$ cat src/rtl/flow_tick_ctrl.sv
// flow_tick_ctrl: run-time control stage for the flowing-LED shifter.
// Conditions three push-buttons (speed, direction, pause). From them it
// builds the one-clock step strobe, the shift direction, the speed level
// and the run/pause status that the shifter consumes.
module flow_tick_ctrl #(
  parameter int CLK_DIV = 50000,   // clocks per base tick, 2 or more
  parameter int DEB_CNT = 1000000  // stable clocks needed to accept a level change, 1 or more
) (
  input  logic       clk,
  input  logic       rst,
  input  logic       btn_speed,
  input  logic       btn_dir,
  input  logic       btn_pause,
  output logic       step,
  output logic       dir,
  output logic [1:0] speed,
  output logic       running
);

  // Counter widths. Both are guarded so that the smallest legal parameter
  // values still give a counter at least one bit wide.
  localparam int PRE_W = (CLK_DIV > 1) ? $clog2(CLK_DIV) : 1;
  localparam int DEB_W = (DEB_CNT > 1) ? $clog2(DEB_CNT) : 1;
  localparam logic [PRE_W-1:0] PRE_LAST = PRE_W'(CLK_DIV - 1);
  localparam logic [DEB_W-1:0] DEB_LAST = DEB_W'(DEB_CNT - 1);

  // Bit positions of the buttons inside the packed button vectors
  localparam int BTN_SPEED = 0;
  localparam int BTN_DIR   = 1;
  localparam int BTN_PAUSE = 2;

  typedef enum logic {
    RUN   = 1'b0,
    PAUSE = 1'b1
  } state_t;

  // Step period minus one, in base ticks: P = 8 >> speed
  function automatic logic [2:0] period_last(input logic [1:0] spd);
    logic [2:0] last;
    case (spd)
      2'd0:    last = 3'd7;
      2'd1:    last = 3'd3;
      2'd2:    last = 3'd1;
      2'd3:    last = 3'd0;
      default: last = 3'd7;
    endcase
    return last;
  endfunction

  logic [2:0]       btn_raw_s;
  logic [2:0]       sync1_r;
  logic [2:0]       sync2_r;
  logic [2:0]       deb_r;
  logic [2:0]       deb_prev_r;
  logic [DEB_W-1:0] deb_cnt_r [3];
  logic [2:0]       press_s;
  logic             speed_ev_s;
  logic             dir_ev_s;
  logic             pause_ev_s;

  state_t           state_r;
  logic             running_r;
  logic             dir_r;
  logic [1:0]       speed_r;
  logic             step_r;
  logic [PRE_W-1:0] presc_r;
  logic [2:0]       step_cnt_r;
  logic             base_tick_s;

  assign btn_raw_s = {btn_pause, btn_dir, btn_speed};

  // Two-flop synchronizer for each asynchronous button
  always_ff @(posedge clk or posedge rst) begin
    if (rst) begin
      sync1_r <= 3'b000;
      sync2_r <= 3'b000;
    end else begin
      sync1_r <= btn_raw_s;
      sync2_r <= sync1_r;
    end
  end

  // Debounce: the counter runs only while the synchronized level disagrees
  // with the accepted level. Once the disagreement has lasted DEB_CNT
  // clocks, the new level is taken.
  always_ff @(posedge clk or posedge rst) begin
    if (rst) begin
      deb_r <= 3'b000;
      for (int i = 0; i < 3; i++) begin
        deb_cnt_r[i] <= '0;
      end
    end else begin
      for (int i = 0; i < 3; i++) begin
        if (sync2_r[i] != deb_r[i]) begin
          if (deb_cnt_r[i] == DEB_LAST) begin
            deb_r[i]     <= sync2_r[i];
            deb_cnt_r[i] <= '0;
          end else begin
            deb_cnt_r[i] <= deb_cnt_r[i] + DEB_W'(1);
          end
        end else begin
          deb_cnt_r[i] <= '0;
        end
      end
    end
  end

  // Previous debounced level, used to find rising edges (a press)
  always_ff @(posedge clk or posedge rst) begin
    if (rst) begin
      deb_prev_r <= 3'b000;
    end else begin
      deb_prev_r <= deb_r;
    end
  end

  // A press event is high for one clock on each rising edge of the
  // debounced level. A button that stays held therefore gives one event.
  always_comb begin
    press_s    = deb_r & ~deb_prev_r;
    speed_ev_s = press_s[BTN_SPEED];
    dir_ev_s   = press_s[BTN_DIR];
    pause_ev_s = press_s[BTN_PAUSE];
  end

  // Run/pause state machine. The running flag is registered with the state.
  always_ff @(posedge clk or posedge rst) begin
    if (rst) begin
      state_r   <= RUN;
      running_r <= 1'b1;
    end else begin
      case (state_r)
        RUN: begin
          if (pause_ev_s) begin
            state_r   <= PAUSE;
            running_r <= 1'b0;
          end else begin
            state_r   <= RUN;
            running_r <= 1'b1;
          end
        end
        PAUSE: begin
          if (pause_ev_s) begin
            state_r   <= RUN;
            running_r <= 1'b1;
          end else begin
            state_r   <= PAUSE;
            running_r <= 1'b0;
          end
        end
        default: begin
          state_r   <= RUN;
          running_r <= 1'b1;
        end
      endcase
    end
  end

  // Speed level and direction. Both are accepted in either state, and
  // neither touches the other.
  always_ff @(posedge clk or posedge rst) begin
    if (rst) begin
      speed_r <= 2'd0;
      dir_r   <= 1'b0;
    end else begin
      if (speed_ev_s) begin
        speed_r <= speed_r + 2'd1;
      end
      if (dir_ev_s) begin
        dir_r <= ~dir_r;
      end
    end
  end

  assign base_tick_s = (presc_r == PRE_LAST);

  // Prescaler, step counter and the registered step strobe.
  // Any of these events restarts the counters from zero and drops a
  // coincident step:
  //   - entering pause,
  //   - staying in pause,
  //   - leaving pause,
  //   - a speed change.
  // As a result, the first step after a restart arrives exactly P*CLK_DIV
  // clocks later.
  always_ff @(posedge clk or posedge rst) begin
    if (rst) begin
      presc_r    <= '0;
      step_cnt_r <= 3'd0;
      step_r     <= 1'b0;
    end else begin
      if ((state_r != RUN) || pause_ev_s || speed_ev_s) begin
        presc_r    <= '0;
        step_cnt_r <= 3'd0;
        step_r     <= 1'b0;
      end else if (base_tick_s) begin
        presc_r <= '0;
        if (step_cnt_r == period_last(speed_r)) begin
          step_cnt_r <= 3'd0;
          step_r     <= 1'b1;
        end else begin
          step_cnt_r <= step_cnt_r + 3'd1;
          step_r     <= 1'b0;
        end
      end else begin
        presc_r <= presc_r + PRE_W'(1);
        step_r  <= 1'b0;
      end
    end
  end

  assign step    = step_r;
  assign dir     = dir_r;
  assign speed   = speed_r;
  assign running = running_r;

endmodule

$ cat config.mk
export PLATFORM = sky130hd
export DESIGN_NAME = flow_tick_ctrl
export DESIGN_NICKNAME = d
export VERILOG_FILES = /design/src/rtl/flow_tick_ctrl.sv
export SDC_FILE = /design/constraint.sdc
export NUM_CORES = 1
export LEC_CHECK = 0
export CORE_MARGIN = 5
export CORE_UTILIZATION = 40
export CTS_BUF_LIST = sky130_fd_sc_hd__clkbuf_8
export DETAILED_ROUTE_END_ITERATION = 7
export GPL_TIMING_DRIVEN = 0
export SETUP_SLACK_MARGIN = 0.1
export SLEW_MARGIN = 20
export SYNTH_ARGS = -nofsm -noshare
export SYNTH_HDL_FRONTEND = slang
export SYNTH_SLANG_ARGS = --single-unit
$ cat constraint.sdc
create_clock -name clk -period 2.8 [get_ports clk]
set_clock_uncertainty 0.05 [all_clocks]
set_input_delay 0.28 -clock clk [delete_from_list [all_inputs] [get_ports clk]]
set_output_delay 0.28 -clock clk [all_outputs]
set_load 0.01 [all_outputs]
; Word level (Yosys, flattened, before mapping)
; Cells that the tools add are included.
[word_totals]
input_bits = 5
out_inout_bits = 5
regBits = 97
[op_classes]
addsub = 6
n_bitwise = 4
n_reduce_logical = 7
n_mux = 21
n_eq_ne = 11
[ops]
columns = op, n
row1 = $mux 20, 6
row2 = $add 20x1->20 const B, 3
row3 = $eq 20x20->1 const B, 3
row4 = $mux 16, 2
row5 = $add 16x1->16 const B, 1
row6 = $eq 16x16->1 const B, 1
row7 = $mux 3, 5
row8 = $pmux 3 s4, 1
row9 = $reduce_and 2->1, 3
row10 = $mux 1, 5
row11 = $eq 2x2->1 const B, 2
row12 = $pmux 1 s2, 2
row13 = $add 3x1->3 const B, 1
row14 = $and 3x3->3, 1
row15 = $eq 3x3->1, 1
row16 = $ne 1x1->1, 3
row17 = $not 3->3, 1
row18 = $add 2x1->2 const B, 1
row19 = $eq 2x1->1 const B, 1
row20 = $logic_not 2->1, 1
row21 = $logic_or 1x1->1, 2
row22 = $not 1->1, 2
row23 = $reduce_bool 2->1, 1

; Depth between registers and ports, before layout
; Gate-level depths: netlist of run 1.
[depth]
word_depth = 9
depth_mapped = 6

; Worst setup path after synthesis of run 1
; OpenSTA, ideal clock, no wires.
[synth_timing]
path_type = flip-flop to flip-flop
start = reg deb_cnt_r[20] (netlist bit)
end = reg deb_cnt_r[38] (netlist bit)
required_time_ps = 2672
arrival_time_ps = 1836
period_less_slack_ps = 1964
slack_ps = 836
path_stages_with_launch = 6
cell_sequence = dfrtp_1 > ha_1 > nand2_1 > or4_4 > or4_1 > a21oi_1
[synth_between]
elab_chain_cells = 3
word_cells_on_any_way = 4
cone_classes = add/sub (1) / eq/ne (1) / mux (2)
[synth_rtl]
columns = item, line
row1 = from (decl), 55  ; logic [DEB_W-1:0] deb_cnt_r [3];
row2 = "from (signal, indexed assignment)", 99  ; deb_cnt_r[i] <= deb_cnt_r[i] + DEB_W'(1);
row3 = $add 20x1->20 / $eq 20x20->1 (equally long branches), "99, 95"
row4 = $mux 20 (*), 95  ; if (deb_cnt_r[i] == DEB_LAST) begin
row5 = $mux 20 (*), 94  ; if (sync2_r[i] != deb_r[i]) begin
; Mark *: on every way between the ends. The rest lies on a longest branch, timed or not.
; A chain may end at the register's enable or synchronous reset.

; Final worst setup path of run 1
[layout_timing]
start = reg deb_cnt_r[0] (netlist bit)
end = reg deb_cnt_r[8] (netlist bit)
; The elaborated chain is that of the path after synthesis.

==> flow_summary.ini, run 1 <==
[detailed_routing]
avgViaCountPerCell = 5.30
post-route-drc-count = 0
ant_nets = 0
drt_pass1_iterations = 4
route.vias.total = 3354
drt-total-wl_um = 8330
initialDrtViolationCount = 181
detail_route.wl_per_cell_um = 13.2

[global_route]
grt_total_ovfl = 0
grt_start_max_net_pins = 32
grt_pass1_wl_um = 14800
antenna_found_initial = 0
globalRouteTotalUtil_pct = 12.7
number_of_global_route_vias_before_repair = 3244

[power]
clock_power_share_pct = 37.5
powerDensity_nw_per_um2 = 466
cellInternalPower_mw = 1.85
switching_share_pct = 23.3
worst_ir_drop_vdd_mv = 0.270
static-leakage-power_nw = 2.15
power.share.combinational_pct = 3.3
power.net_switching_mw = 0.564
share_seq_of_total_power_pct = 59.2

[synth]
ys_warn_count = 0
synth-simple-area-share_pct = 24.7
synth_compound_area_share_pct = 7.30
yosys.area_share.adder_pct = 2.68
synth_sequential_area_ratio_pct = 52.1
post_synth_num_cell_types = 40
synthXorXnorAreaFrac_pct = 9.77
ranking_of_synthesized_cells_by_area = sky130_fd_sc_hd__dfrtp_1 (52%), sky130_fd_sc_hd__xnor2_1 (5.3%), sky130_fd_sc_hd__nor2_1 (4.5%)
yosysTopAreaCell = sky130_fd_sc_hd__dfrtp_1
synth_top_family_by_area = simple AND/OR/NAND/NOR gates
mappedNetlistNets = 477
syn-cell-area_sq_um = 4660
yosys-mux-area-fraction_pct = 0.966
syn_inst = 462
post-synth-top-area-fraction_pct = 51.5
mapped_avg_cell_area_sq_um = 10.1
synth-seq-cells = 97

[finish]
insertedDiodeCount = 0
final_util_pct = 45.5
layout-area-overhead-vs-synth_pct = 11.4
nNetsFinal = 500
final_layout_size_suffix_gt1_share_pct = 6.94
fill_cells = 1098

[sta]
finalSetupViolCount = 0
max_clock_freq_ghz = 0.465
worst_pin_slew_ns = 0.729
max_slew_vio_count = 0
finalHoldWorstSlack_ns = 0.185
fin_setup_tns_ns = 0
unrepaired_setup_endpoints_after_global_routing = no
fin_crit_sh_pct = 76.8
min_period_ns = 2.15
maxSlewHeadroom_pct = 51.1
timing.final.hold_violations = 0
timing.final.ws_setup_ns = 0.648

[clocking]
clock-root-buffer = sky130_fd_sc_hd__clkbuf_8
cts.sinks = 97
number_of_hold_repair_buffers_added_at_the_cts_stage = 0
worst_setup_hold_path_clk_slew_ns = 0.10
h-tree-depth = 3
worstSkewPairLatency_ns = 0.36
cts_resized = 0
number_of_buffers_added_by_the_clock_tree_synthesis_step = 9
cts.path.max_buffers = 2
cts_tree = done
postCtsSetupRepairBufs = 0

[floorplan]
die_h_um = 118
die_area_sq_um = 13900
start_util_pct = 40.8
placeableCoreArea_sq_um = 11400
ios = 10
fp-row-count = 39
die_width_um = 118

[critical_path]
worst_ep_arrival_time_ns = 2.35
r2r_cells = 6
kind_of_start_point_of_the_critical_path = flop
worst-path-max-fanout = 10
path_class = reg2reg
cp_data_required_time_ns = 3.00
end_kind = flop

[place]
place_congestion = 0.771
pre_cts_ws_ns = 0.645
io_buffer_count = 9
half_perimeter_wire_length_after_placement_um = 6000

[status]
outcome = complete, no violations

[flow_run]
max-cap-violations = 0

[min_path]
hold_path.class = in2async
[placed cells by master (no fill, tap or decap), types with 2 or more instances in the layout]
master / Yosys / layout
sky130_fd_sc_hd__nand2_1: 27 / 27
sky130_fd_sc_hd__clkbuf_8: 0 / 9
sky130_fd_sc_hd__nand2b_1: 3 / 3
sky130_fd_sc_hd__xnor2_1: 28 / 28
sky130_fd_sc_hd__inv_1: 20 / 20
sky130_fd_sc_hd__or3_1: 13 / 13
sky130_fd_sc_hd__nor4_1: 10 / 10
sky130_fd_sc_hd__buf_12: 0 / 3
sky130_fd_sc_hd__and3_1: 15 / 15
sky130_fd_sc_hd__nor3_1: 10 / 10
sky130_fd_sc_hd__clkbuf_1: 5 / 5
sky130_fd_sc_hd__xor2_1: 24 / 24
sky130_fd_sc_hd__dfrtp_1: 96 / 96
sky130_fd_sc_hd__nand3_1: 29 / 29
sky130_fd_sc_hd__and2_1: 7 / 7
sky130_fd_sc_hd__nand4_1: 15 / 15
sky130_fd_sc_hd__a21oi_1: 25 / 25
sky130_fd_sc_hd__o21ai_0: 18 / 18
sky130_fd_sc_hd__nor2_1: 56 / 56
sky130_fd_sc_hd__or4_1: 7 / 7
sky130_fd_sc_hd__and4_1: 6 / 6
sky130_fd_sc_hd__o211ai_1: 2 / 2
sky130_fd_sc_hd__clkdlybuf4s50_1: 0 / 9
sky130_fd_sc_hd__o31ai_1: 7 / 7
sky130_fd_sc_hd__nor4b_1: 2 / 2
sky130_fd_sc_hd__mux2_2: 4 / 4
sky130_fd_sc_hd__ha_1: 10 / 10
sky130_fd_sc_hd__buf_2: 4 / 4
sky130_fd_sc_hd__clkinvlp_4: 0 / 5
sky130_fd_sc_hd__nand4b_1: 5 / 5
[final timing paths]
| path | from | to | slack [ns] |
|---|---|---|---|
| worst max-delay path | deb_cnt_r[0] | deb_cnt_r[8] | 0.65 |
| worst max register to register | deb_cnt_r[0] | deb_cnt_r[8] | 0.65 |
| worst min-delay path | rst | dir | 0.18 |
| worst min register to register | sync1_r[2] | sync2_r[2] | 0.31 |
| max in group asynchronous | rst | deb_cnt_r[16] | 1.64 |
| min in group clk | btn_speed | sync1_r[0] | 0.30 |
[Yosys cell counts]
master / n
sky130_fd_sc_hd__and3_1: 15
sky130_fd_sc_hd__nor2b_1: 1
sky130_fd_sc_hd__mux2_2: 4
sky130_fd_sc_hd__nand2_1: 27
sky130_fd_sc_hd__ha_1: 10
sky130_fd_sc_hd__or3_1: 13
sky130_fd_sc_hd__xnor2_1: 28
sky130_fd_sc_hd__nand4b_1: 5
sky130_fd_sc_hd__and4_1: 6
sky130_fd_sc_hd__or4_1: 7
sky130_fd_sc_hd__nand4_1: 15
sky130_fd_sc_hd__o31ai_2: 1
sky130_fd_sc_hd__or4_4: 1
sky130_fd_sc_hd__nor4_1: 10
sky130_fd_sc_hd__xor2_1: 24
sky130_fd_sc_hd__a31oi_1: 1
sky130_fd_sc_hd__nor3_1: 10
sky130_fd_sc_hd__buf_2: 4
sky130_fd_sc_hd__nand3_1: 29
sky130_fd_sc_hd__o211ai_1: 2
sky130_fd_sc_hd__and2_1: 7
sky130_fd_sc_hd__a21oi_1: 25
sky130_fd_sc_hd__clkbuf_1: 5
sky130_fd_sc_hd__or2_2: 1
sky130_fd_sc_hd__and4b_1: 1
sky130_fd_sc_hd__o31ai_4: 1
sky130_fd_sc_hd__or4b_2: 1
sky130_fd_sc_hd__nor4bb_1: 1
sky130_fd_sc_hd__nor4b_1: 2
sky130_fd_sc_hd__o31a_1: 1
sky130_fd_sc_hd__nand4_4: 1
sky130_fd_sc_hd__nand2b_1: 3
sky130_fd_sc_hd__dfrtp_1: 96
sky130_fd_sc_hd__o21ai_0: 18
sky130_fd_sc_hd__or4b_1: 1
sky130_fd_sc_hd__o31ai_1: 7
sky130_fd_sc_hd__inv_1: 20
sky130_fd_sc_hd__o2111ai_1: 1
sky130_fd_sc_hd__dfstp_2: 1
sky130_fd_sc_hd__nor2_1: 56
[worst max-delay path, stage by stage, from the launching register on]
cell,delay [ns]
sky130_fd_sc_hd__dfrtp_1,0.41
sky130_fd_sc_hd__ha_1,0.22
sky130_fd_sc_hd__and2_1,0.23
sky130_fd_sc_hd__nand2_1,0.23
sky130_fd_sc_hd__o31ai_4,0.51
sky130_fd_sc_hd__buf_2,0.31
sky130_fd_sc_hd__nor2_1,0.07
[stage by stage]
stage	instance area (sq um)	total power, mW	cells
3_3_place_gp	4930	1.53	614
4_1_cts	5190	2.46	633
3_5_place_dp	4990	1.54	617
6_report	5190	2.42	633
2_1_floorplan	4660	1.51	462
5_1_grt	5190	2.53	633
[area by class of cell]
class                           count  area, sq um  share of cell area [%]
Multi-Input combinational cell    336         2120                    40.8
Clock inverter                      7         72.6                    1.40
Buffer                              9         38.8                   0.747
Tap cell                          143          179                    3.45
Timing Repair Buffer               12          150                    2.89
Clock buffer                        9          124                    2.39
Sequential cell                    97         2430                    46.8
Inverter                           20         78.8                    1.52
[registers in the layout, indices dropped and copies added, names as in the netlist, 2 cells and up]
name,count
deb_cnt_r,60
presc_r,16
deb_prev_r,3
deb_r,3
step_cnt_r,3
sync1_r,3
sync2_r,3
speed,2
[power groups by stage]
stage / clock [mW] / sequential, mW / combinational, mW
after floorplan: 0 / 1.45 / 0.0519
after global placement: 0 / 1.46 / 0.0733
after detailed placement: 0 / 1.46 / 0.0835
after CTS: 0.943 / 1.43 / 0.0840
after global routing: 1.01 / 1.43 / 0.0925
final: 0.907 / 1.43 / 0.0799
[kinds of logic after synthesis]
| logic type | count (synthesis) |
|---|---|
| mux | 4 |
| fa+ha+maj | 10 |
| buf+inv | 29 |
| xor+xnor | 52 |
| simple gates | 213 |
| flops | 97 |
| compound gates | 57 |
[metal layers]
| metal | part of all wire [%] | vias up | wire, um | global-route usage [%] |
|---|---|---|---|---|
| li1 | - | 1680 | - | - |
| met1 | 48 | 1636 | 4000 | 16.4 |
| met2 | 48 | 29 | 4030 | 20.9 |
| met3 | 2.3 | 9 | 195 | 3.51 |
| met4 | 1.2 | 0 | 104 | 3.66 |
| met5 | 0 | - | 0 | 0 |
Power figures use the tool's default switching activity.
==> run 2, diff against run 1 <==
==> constraint.sdc (replaced) <==
create_clock -name clk -period 1.7 [get_ports clk]
set_clock_uncertainty 0.05 [all_clocks]
set_input_delay 0.17 -clock clk [delete_from_list [all_inputs] [get_ports clk]]
set_output_delay 0.17 -clock clk [all_outputs]
set_load 0.01 [all_outputs]
==> flow_summary.ini, run 2 (synthesized netlist as in run 1, its figures left out) <==
[finish]
most_common_library_cell_in_the_layout_ignoring_fill_and_taps = sky130_fd_sc_hd__dfrtp_1
layout_top_registers = deb_cnt_r x60, presc_r x16
final-seq-area_sq_um = 2440
fill_cells = 940
largest_register_ffs = 60
nNetsFinal = 590
design_area_sq_um = 6660
final_layout_size_suffix_gt1_share_pct = 41.2
mostFrequentLayoutCells = sky130_fd_sc_hd__dfrtp_1 (86), sky130_fd_sc_hd__buf_4 (75), sky130_fd_sc_hd__xnor2_1 (27), sky130_fd_sc_hd__nor2_1 (27), sky130_fd_sc_hd__xor2_1 (24)
final_util_pct = 58.3
multiInputGateArea_sq_um = 2700
insertedDiodeCount = 0
layout-area-overhead-vs-synth_pct = 42.9
register_bank_with_the_most_flops = deb_cnt_r

[clocking]
number_of_hold_repair_buffers_added_at_the_cts_stage = 0
clock-root-buffer = sky130_fd_sc_hd__clkbuf_8
worstSkewPairLatency_ns = 0.38
cts_tree = done
number_of_buffers_added_by_the_clock_tree_synthesis_step = 9
worst_setup_hold_path_clk_slew_ns = 0.09
cts.path.max_buffers = 2
h-tree-depth = 3
cts.sinks = 97

[critical_path]
crit_path_cell_trace = nand4_4, or4_4, or4_1, a21oi_2
end_kind = flop
worst-path-max-fanout = 3
worst_ep_arrival_time_ns = 2.10
critical-path-max-stage-delay_ns = 0.57
cpLargestDelayFamily = simple AND/OR/NAND/NOR gates
worstPathBufferInverterCount = 0
kind_of_start_point_of_the_critical_path = flop
critPathSlowestCell = sky130_fd_sc_hd__or4_4
path_class = reg2reg
cp_data_required_time_ns = 1.96

[detailed_routing]
drt-total-wl_um = 10700
avgViaCountPerCell = 5.31
detail_route.wl_per_cell_um = 14.8
post-route-drc-count = 0
initialDrtViolationCount = 141
ant_nets = 0
route.top_layer_used = met4
wl_met1_um = 4700
route.vias.total = 3840
dr_wl_met2_um = 5500
drt_pass1_iterations = 4
routed-wl-met3_um = 335

[power]
static-leakage-power_nw = 2.80
power.net_switching_mw = 0.965
share_seq_of_total_power_pct = 53.1
power.share.combinational_pct = 6.2
clock_power_share_pct = 40.7
finalPower_mw = 4.43
worst_ir_drop_vdd_mv = 0.416
cellInternalPower_mw = 3.47
powerDensity_nw_per_um2 = 665
switching_share_pct = 21.8

[place]
half_perimeter_wire_length_after_placement_um = 5870
pre_cts_ws_ns = -0.287
io_buffer_count = 9
place_congestion = 0.788
placedInstanceArea_sq_um = 5080

[sta]
fin_crit_sh_pct = 108
maxSlewHeadroom_pct = 54.8
worst_pin_slew_ns = 0.676
timing.final.ws_setup_ns = -0.132
timing.final.hold_violations = 0
finalSetupViolCount = 45
min_period_ns = 1.83
max_clock_freq_ghz = 0.546
max_slew_vio_count = 0
unrepaired_setup_endpoints_after_global_routing = yes

[global_route]
grt_start_max_net_pins = 33
number_of_global_route_vias_before_repair = 3764
antenna_found_initial = 0
grt_total_ovfl = 0
globalRouteTotalUtil_pct = 15.0
grt_pass1_wl_um = 17500

[flow_run]
max-cap-violations = 0

[floorplan]
ios = 10
fp-row-count = 39
placeableCoreArea_sq_um = 11400
die_area_sq_um = 13900
die_h_um = 118
start_util_pct = 40.8
die_width_um = 118

[status]
outcome = complete, but fails checks
failed_checks = setup timing

[min_path]
hold_path.class = in2reg
==> run 2: changes by cell type in the layout (fill, tap and decap cells not counted), moves of 7 or more <==
| cell | delta |
|---|---|
| sky130_fd_sc_hd__nand3_1 | -7 |
| sky130_fd_sc_hd__dfrtp_1 | -10 |
| sky130_fd_sc_hd__buf_4 | +75 |
| sky130_fd_sc_hd__nor2_4 | +13 |
| sky130_fd_sc_hd__dfrtp_2 | +10 |
| sky130_fd_sc_hd__nor2_2 | +16 |
| sky130_fd_sc_hd__buf_6 | +16 |
| sky130_fd_sc_hd__nor2_1 | -29 |
| sky130_fd_sc_hd__a21oi_2 | +18 |
| sky130_fd_sc_hd__a21oi_1 | -18 |
| sky130_fd_sc_hd__nor4_1 | -9 |
==> run 2: what timing repair did <==
action,CTS,global route
setup endpoints to repair,79,78
pin swaps,39,43
buffers inserted,54,30
cloned,4,2
resized for setup,100,77
==> run 2: area by class of cell <==
class                   instances  area share, %
clock inverters                 6           1.60
flip-flops and latches         97           36.6
inverters                      20           1.18
clock buffers                  10           2.07
plain buffers                   9           1.56
repair buffers                102           13.7
multi-input cells             336           40.5
well taps                     143           2.69
==> run 2: metrics by stage <==
| step | std cells | setup TNS (ns) | hold WS, ns |
|---|---|---|---|
| finish | 723 | -1.93 | 0.172 |
| CTS | 691 | -1.54 | 0.151 |
| global placement | 614 | -78.32 | 0.282 |
| floorplan | 462 | -0.182 | 0.151 |
| global route | 723 | -5.12 | 0.141 |
| detailed placement | 617 | -10.85 | 0.288 |
==> run 2: final timing paths <==
path / start / endpoint / slack, ns / cells after the start
max: deb_cnt_r[25] / deb_cnt_r[38] / -0.13 / 4
min: btn_speed / sync1_r[0] / 0.17 / 1
max reg2reg: deb_cnt_r[25] / deb_cnt_r[38] / -0.13 / 4
min reg2reg: sync1_r[1] / sync2_r[1] / 0.30 / 0
max in group asynchronous: rst / deb_cnt_r[46] / 0.47 / 5
min in group asynchronous: rst / deb_cnt_r[34] / 0.19 / 2
==> run 2: per-layer routing <==
metal,up-vias,GRT usage [%]
li1,1865,-
met1,1905,18.7
met2,52,24.4
met3,18,4.57
met4,0,5.81
met5,-,0
==> run 2: worst register-to-register path, delay by kind of cell (launching register included) <==
family / cells / cell delay [ns]
and+or+nand+nor: 3 / 1.19
DFF: 1 / 0.40
AOI/OAI and AO/OA: 1 / 0.12
==> run 2: power groups by stage <==
stage / combinational, mW / sequential (mW) / clock (mW)
6_report: 0.274 / 2.35 / 1.80
5_1_grt: 0.306 / 2.36 / 1.98
3_5_place_dp: 0.152 / 2.40 / 0
3_3_place_gp: 0.129 / 2.40 / 0
2_1_floorplan: 0.0922 / 2.40 / 0
4_1_cts: 0.238 / 2.35 / 1.86
==> run 3, diff against run 2 <==
--- a/config.mk
+++ b/config.mk
@@ -11,6 +11,7 @@
 export DETAILED_ROUTE_END_ITERATION = 7
 export GPL_TIMING_DRIVEN = 0
 export SETUP_SLACK_MARGIN = 0.1
+export SKIP_CTS_REPAIR_TIMING = 1
 export SLEW_MARGIN = 20
 export SYNTH_ARGS = -nofsm -noshare
 export SYNTH_HDL_FRONTEND = slang
==> flow_summary.ini, run 3 (synthesized netlist as in run 1, its figures left out) <==
[status]
outcome = complete, but fails checks
failed_checks = setup timing

[critical_path]
end_kind = flop
kind_of_start_point_of_the_critical_path = flop
path_class = reg2reg
r2r_cells = 5
worst-path-max-fanout = 5
crit_path_cell_trace = ha_4, nand2_4, or4_4, or4_4, a21oi_2
cpLargestDelayFamily = simple AND/OR/NAND/NOR gates
critical_path.reg2reg.endpoint = deb_cnt_r[38]
worst_ep_arrival_time_ns = 2.12
critical-path-max-stage-delay_ns = 0.51
cp_data_required_time_ns = 1.97
critPathSlowestCell = sky130_fd_sc_hd__or4_4
reg2reg_from = deb_cnt_r[20]
path_common_cell = sky130_fd_sc_hd__or4_4
worstPathBufferInverterCount = 0
ff2ff_setup_slack_ns = -0.15
worstSetupStartpoint = deb_cnt_r[20]

[finish]
layout-area-overhead-vs-synth_pct = 35.7
layout.cells.non_filler = 701
mostFrequentLayoutCells = sky130_fd_sc_hd__dfrtp_1 (78), sky130_fd_sc_hd__buf_4 (58), sky130_fd_sc_hd__nor2_1 (32)
most_common_library_cell_in_the_layout_ignoring_fill_and_taps = sky130_fd_sc_hd__dfrtp_1
largest_register_ffs = 60
design_area_sq_um = 6320
layout_top_registers = deb_cnt_r x60, presc_r x16
nNetsFinal = 568
final_layout_size_suffix_gt1_share_pct = 36.7
register_bank_with_the_most_flops = deb_cnt_r
insertedDiodeCount = 0
final_util_pct = 55.4

[sta]
fin_crit_sh_pct = 109
timing.final.ws_setup_ns = -0.151
max_clock_freq_ghz = 0.540
finalHoldWorstSlack_ns = 0.170
fin_setup_tns_ns = -3.75
worst_pin_slew_ns = 0.682
finalSetupViolCount = 55
unrepaired_setup_endpoints_after_global_routing = yes
timing.final.hold_violations = 0
maxSlewHeadroom_pct = 54.5
max_slew_vio_count = 0
min_period_ns = 1.85

[global_route]
grt_total_ovfl = 0
grt_pass1_wl_um = 15000
grt_start_max_net_pins = 33
globalRouteTotalUtil_pct = 12.9
number_of_global_route_vias_before_repair = 3274
antenna_found_initial = 0

[clocking]
cts.sinks = 97
h-tree-depth = 3
cts.path.max_buffers = 2
cts_tree = done
clock-root-buffer = sky130_fd_sc_hd__clkbuf_8
worstSkewPairLatency_ns = 0.38
number_of_buffers_added_by_the_clock_tree_synthesis_step = 9
worst_setup_hold_path_clk_slew_ns = 0.09

[floorplan]
die_width_um = 118
die_area_sq_um = 13900
placeableCoreArea_sq_um = 11400
ios = 10
start_util_pct = 40.8
fp-row-count = 39
die_h_um = 118

[min_path]
min_delay_worst_endpoint = sync1_r[0]
number_of_cells_on_the_worst_hold_path = 1
holdCritStartpoint = btn_speed
hold_path.class = in2reg

[detailed_routing]
initialDrtViolationCount = 120
route.vias.total = 3702
detail_route.wl_per_cell_um = 14.1
ant_nets = 0
post-route-drc-count = 0
avgViaCountPerCell = 5.28
drt_pass1_iterations = 4
drt-total-wl_um = 9870

[power]
powerDensity_nw_per_um2 = 699
worst_ir_drop_vdd_mv = 0.412
static-leakage-power_nw = 2.65

[place]
half_perimeter_wire_length_after_placement_um = 5870
dp_cells = 617
io_buffer_count = 9
placedInstanceArea_sq_um = 5080
place_congestion = 0.788

[flow_run]
max-cap-violations = 0
==> run 3: changes by cell type in the layout (fill, tap and decap cells not counted), moves of 4 or more <==
cell,previous run,this run
sky130_fd_sc_hd__buf_4,75,58
sky130_fd_sc_hd__dfrtp_1,86,78
sky130_fd_sc_hd__dfrtp_2,10,18
sky130_fd_sc_hd__nor2_4,13,5
sky130_fd_sc_hd__nor2_1,27,32
sky130_fd_sc_hd__o21ai_0,12,16
==> run 3: cell type report <==
type | instances | area, sq um
Sequential cell | 97 | 2450
Timing Repair Buffer | 81 | 733
Inverter | 20 | 78.8
Clock buffer | 10 | 138
Fill cell | 989 | 5090
Buffer | 8 | 82.6
Multi-Input combinational cell | 336 | 2550
Clock inverter | 6 | 106
Tap cell | 143 | 179
==> run 3: where the power goes <==
group          total (mW)  switching (mW)  leakage, nW  internal [mW]
Clock                1.82           0.806        0.124           1.01
Sequential           2.36          0.0242         1.29           2.33
Combinational       0.248           0.131         1.24          0.117
==> run 3: routing by layer <==
| metal | vias to the layer above | GRT usage [%] | routed length (um) |
|---|---|---|---|
| met3 | 14 | 3.75 | 280 |
| met1 | 1836 | 16.5 | 4510 |
| li1 | 1817 | - | - |
| met4 | 0 | 5.09 | 156 |
| met2 | 35 | 20.5 | 4930 |
| met5 | - | 0 | 0 |
==> run 3: worst max path at each step <==
stage	to	depth (start not counted)
global placement	deb_cnt_r[49]	2
CTS	deb_cnt_r[32]	5
global route	deb_cnt_r[9]	6
finish	deb_cnt_r[38]	5
floorplan	deb_cnt_r[38]	4
detailed placement	deb_cnt_r[38]	4
==> run 3: worst reg2reg max path, stage by stage, from the launching register on <==
cell and delay (ns):
sky130_fd_sc_hd__dfrtp_2 0.41, sky130_fd_sc_hd__ha_4 0.15, sky130_fd_sc_hd__nand2_4 0.05, sky130_fd_sc_hd__or4_4 0.51, sky130_fd_sc_hd__or4_4 0.49, sky130_fd_sc_hd__a21oi_2 0.12
==> run 3: through the flow <==
step,setup slack [ns],power (mW)
2_1_floorplan,-0.142,2.49
3_3_place_gp,-0.718,2.53
3_5_place_dp,-0.287,2.56
4_1_cts,-0.294,4.37
5_1_grt,-0.230,4.60
6_report,-0.151,4.42
